`config.mk`:
```
export PLATFORM = sky130hd
export DESIGN_NAME = draw_bounding_box
export DESIGN_NICKNAME = d
export VERILOG_FILES = /design/src/rtl/draw_bounding_box.sv
export SDC_FILE = /design/constraint.sdc
export NUM_CORES = 1
export LEC_CHECK = 0
export CORE_UTILIZATION = 53
export CTS_BUF_LIST = sky130_fd_sc_hd__clkbuf_2
export CTS_CLUSTER_SIZE = 12
export DETAILED_ROUTE_END_ITERATION = 7
export PLACE_DENSITY = 0.82
export SLEW_MARGIN = 20
export SYNTH_ARGS = -nofsm -noshare
export SYNTH_HDL_FRONTEND = slang
export SYNTH_SLANG_ARGS = --single-unit
```
`constraint.sdc`:
```
create_clock -name clk -period 2.18 [get_ports clk]
set_input_delay 0.327 -clock clk [delete_from_list [all_inputs] [get_ports clk]]
set_output_delay 0.327 -clock clk [all_outputs]
set_load 0.05 [all_outputs]
```
`src/rtl/draw_bounding_box.sv`:
```
// Raster-scans a latched bounding box into the 6x6 frame RAM write port, one pixel per cycle.
// Draws either the outline only or a solid fill; rejected boxes finish with done and err.
module draw_bounding_box #(
  parameter int X_RES   = 6,
  parameter int Y_RES   = 6,
  parameter int XSZ     = 3,
  parameter int YSZ     = 3,
  parameter int ADDR_SZ = 6,
  parameter int COL_SZ  = 3
) (
  input  logic               clk,
  input  logic               reset,
  input  logic               start,
  input  logic               fill,
  input  logic [YSZ-1:0]     mostTop,
  input  logic [YSZ-1:0]     mostBottom,
  input  logic [XSZ-1:0]     mostLeft,
  input  logic [XSZ-1:0]     mostRight,
  input  logic [COL_SZ-1:0]  colour,
  output logic [ADDR_SZ-1:0] mem_address,
  output logic [COL_SZ-1:0]  mem_data,
  output logic               wren,
  output logic               busy,
  output logic               done,
  output logic               err
);

  // state | meaning
  // IDLE  | waiting for start; box and colour latched on start
  // SCAN  | one pixel per cycle from (left,top) to (right,bottom)
  // DONE  | one-cycle done pulse after a complete draw
  // ERR   | one-cycle done+err pulse for a rejected box, no writes
  typedef enum logic [1:0] {
    IDLE = 2'd0,
    SCAN = 2'd1,
    DONE = 2'd2,
    ERR  = 2'd3
  } stateT;

  localparam logic [XSZ-1:0] X_MAX = XSZ'(X_RES - 1);
  localparam logic [YSZ-1:0] Y_MAX = YSZ'(Y_RES - 1);

  stateT state, nextState;

  logic [YSZ-1:0]    topQ, bottomQ, yQ;
  logic [XSZ-1:0]    leftQ, rightQ, xQ;
  logic [COL_SZ-1:0] colourQ;
  logic              fillQ;

  logic boxValid;
  logic lastCol;
  logic lastRow;
  logic onEdge;

  assign boxValid = (mostLeft <= mostRight) && (mostTop <= mostBottom) &&
                    (mostRight <= X_MAX) && (mostBottom <= Y_MAX);
  assign lastCol  = (xQ == rightQ);
  assign lastRow  = (yQ == bottomQ);
  assign onEdge   = (xQ == leftQ) || lastCol || (yQ == topQ) || lastRow;

  always_ff @(posedge clk) begin
    if (reset) begin
      state   <= IDLE;
      topQ    <= '0;
      bottomQ <= '0;
      leftQ   <= '0;
      rightQ  <= '0;
      colourQ <= '0;
      fillQ   <= 1'b0;
      xQ      <= '0;
      yQ      <= '0;
    end else begin
      state <= nextState;
      case (state)
        IDLE: begin
          if (start) begin
            topQ    <= mostTop;
            bottomQ <= mostBottom;
            leftQ   <= mostLeft;
            rightQ  <= mostRight;
            colourQ <= colour;
            fillQ   <= fill;
            xQ      <= mostLeft;
            yQ      <= mostTop;
          end
        end
        SCAN: begin
          // y holds at bottom on the final pixel so it never leaves the box
          if (lastCol) begin
            xQ <= leftQ;
            if (!lastRow) yQ <= yQ + 1'b1;
          end else begin
            xQ <= xQ + 1'b1;
          end
        end
        default: ;
      endcase
    end
  end

  always_comb begin
    nextState   = state;
    mem_address = '0;
    mem_data    = '0;
    wren        = 1'b0;
    busy        = 1'b0;
    done        = 1'b0;
    err         = 1'b0;
    case (state)
      IDLE: begin
        if (start) nextState = boxValid ? SCAN : ERR;
      end
      SCAN: begin
        busy        = 1'b1;
        mem_address = ADDR_SZ'(yQ) * ADDR_SZ'(X_RES) + ADDR_SZ'(xQ);
        mem_data    = colourQ;
        wren        = fillQ || onEdge;
        if (lastCol && lastRow) nextState = DONE;
      end
      DONE: begin
        done      = 1'b1;
        nextState = IDLE;
      end
      ERR: begin
        done      = 1'b1;
        err       = 1'b1;
        nextState = IDLE;
      end
      default: nextState = IDLE;
    endcase
  end

endmodule

```
==> reports/metrics.cfg <==
[drt]
drt_iter0_drc = 69
drc_errors = 5
dr.pass1.iters = 8
drt_wl_total_um = 4130
vias = 1548
postRouteAntennaNets = 0
wl_per_cell_um = 15.7
avgViaCountPerCell = 5.89

[worst_setup_path]
path_cells = buf_6 > ha_4 > inv_2 > fa_2 > nand3b_1 > xnor2_1 > nor2_2 > buf_12
crit_buf_inv = 3
crit_arrival_ps = 2030
endpoint = mem_address[5]
r2r-end = yQ[1]
cp_max_fo = 2
regToRegSetupSlack_ps = 350
crit_family = adder cells
required_ps = 1850
cp_slowest_stage_delay_ps = 410
cp-start-kind = flop
cp.depth = 8
cp_slowest_cell = dfxtp_2
crit_path_end_kind = primary output
reg2regPathDepth = 5
worstReg2RegStart = state[0]
crit_path_start = yQ[0]
path_class = flop to primary output

[sta]
finalSetupTns_ps = -447
rsz0062_at_grt = yes
relSlewSlack_pct = 66.4
hold_ws_ps = 471
fin_skew_ps = 12.4
setup_viol = 3
final_max_slew_viol_count = 0
fin_crit_sh_pct = 108
finalHoldViolations = 0
tightest_slew_ps = 503
final.setup.worst_slack_ps = -173
max_clock_freq_mhz = 425
layout_min_cycle_time_ps = 2350

[placed_design]
dp_hpwl_um = 2910
place.gp.congestion = 0.895
dp.cells = 255
port_buffers = 31

[clock_network]
cts_made_buffers = 3
tritoncts = done
cts_root_buf = clkbuf_2
hold_buffers = 0
cts.reportedPaths.clkPinSlew_ps = 220
htree_levels = 1
cts_sinks = 24
clock_path_buffers = 2
clk_latency_ps = 360

[synthesis]
synth_seq_cells = 24
ys_seq_area_share_pct = 30.1
yosys_warnings = 0
async_flop_share_pct = 0
synthCells = 197
synth-main-ff-cell = dfxtp_1
syn_avg_cell_area_um2 = 8.09
synth_nets = 230
synth-edff-count = 0
netlist_area_um2 = 1590
ys_types = 40

[cells_and_area]
fin_cells = 263
final_nets = 266
final_cell_mix = nand2_1 (35), a21oi_1 (24), dfxtp_1 (20)
regArea_um2 = 485
multiInputGateArea_um2 = 1110
drive_gt1_share_pct = 25.4
areaGrowthSynthToFinish_pct = 39.0
postLayoutCoreUtil_pct = 79.0
fillCellCount = 194
antenna_cells = 0
layout_commonest_cell = nand2_1

[global_routing]
grt_pass1_wl_um = 6540
grt_pass1_vias = 1516
grt.total_usage_pct = 26.6
grt_max_degree = 21
grt_overflow = 0
antenna_found_initial = 0

[floorplanning]
core_area_um2 = 2810
die_area_um2 = 3230
die_y_um = 56.8
die-width_um = 56.8
start_util_pct = 56.8
io_pins = 32
num_rows = 19

[pwr]
vdd_drop_max_mv = 0.430
leakage_nw = 0.897
p_per_area_nw_per_um2 = 747

[run]
max-cap-violations = 0

[worst_hold_path]
hold_class = flop to flop

[run_status]
violations = DRC, setup timing
status = complete, but fails checks

-- report_power, final --
| group | switching (mW) | internal [mW] | leakage [nW] |
|---|---|---|---|
| logic | 0.481 | 0.423 | 0.685 |
| clock network | 0.136 | 0.0398 | 0.0140 |
| registers | 0.0758 | 0.500 | 0.199 |
-- Yosys cell counts (all sizes together) (3+ instances only) --
| library cell | count | area (um^2) |
|---|---|---|
| dfxtp | 24 | 480 |
| nor2b | 3 | 18.8 |
| xor2 | 3 | 26.3 |
| nand2 | 35 | 131 |
| a21oi | 25 | 125 |
| o21ai | 6 | 30.0 |
| mux2i | 4 | 40.0 |
| nor2 | 9 | 33.8 |
| buf | 8 | 46.3 |
| inv | 14 | 52.6 |
| ha | 12 | 150 |
| clkbuf | 4 | 15.0 |
| nand3 | 5 | 30.0 |
| and2 | 5 | 31.3 |
| xnor2 | 14 | 130 |
-- cell type report --
class	count	area share, %
sequential	24	21.9
multi-input combinational	147	50.2
tap	31	1.75
clock buffer	3	0.678
clock inverter	1	0.169
inverter	14	2.37
timing repair buffer	43	22.9
-- metrics by stage --
step | setup WS, ps | cell area (um^2) | power (mW)
after floorplan | -33.0 | 1600 | 1.10
after global placement | 159 | 2050 | 1.32
after detailed placement | 82.0 | 2050 | 1.36
after CTS | -206 | 2130 | 1.57
after global routing | -261 | 2220 | 1.75
final | -173 | 2220 | 1.66
-- routing by layer --
layer	GRT usage [%]	part of all wire [%]	vias to the layer above
met2	44.6	50	80
li1	-	-	728
met1	33.5	40	721
met5	0	0	-
met3	3.00	6.4	19
met4	13.6	3.8	0
-- worst min path at each step --
stage                    start    endpoint  slack, ps  cells after the start
floorplan           colourQ[0]  colourQ[0]        430                      2
global placement    colourQ[0]  colourQ[0]        440                      2
detailed placement  colourQ[0]  colourQ[0]        450                      2
CTS                 colourQ[2]  colourQ[2]        470                      2
global route         colour[2]  colourQ[2]        480                      3
finish              colourQ[0]  colourQ[0]        470                      2
-- flip-flops by register name (all words and copies together) (netlist names) --
| register | count |
|---|---|
| bottomQ | 3 |
| colourQ | 3 |
| leftQ | 3 |
| rightQ | 3 |
| topQ | 3 |
| xQ | 3 |
| yQ | 3 |
| state | 2 |
| fillQ | 1 |
-- cell families (layout without fill, tap and decap cells) --
logic type | Yosys count | in the layout | synth area share, %
buf+inv | 26 | 61 | 7.14
fa+ha+maj | 14 | 14 | 11.9
mux | 5 | 5 | 3.22
compound gates | 42 | 42 | 16.2
simple gates | 69 | 69 | 21.5
xor+xnor | 17 | 17 | 9.81
flops | 24 | 24 | 30.1
-- worst register-to-register path: stages, from the launching register on --
cell,delay (ps)
dfxtp_1,510
nand2b_1,130
inv_2,240
nand4_1,250
o21ai_0,270
mux2_2,350
-- repair_timing --
action | in CTS | in global routing
resized for setup | 14 | 11
pin swaps | 3 | 8
setup buffers | 2 | 3
setup endpoints to repair | 4 | 6
No activity file was read; power rests on OpenSTA's default activity.
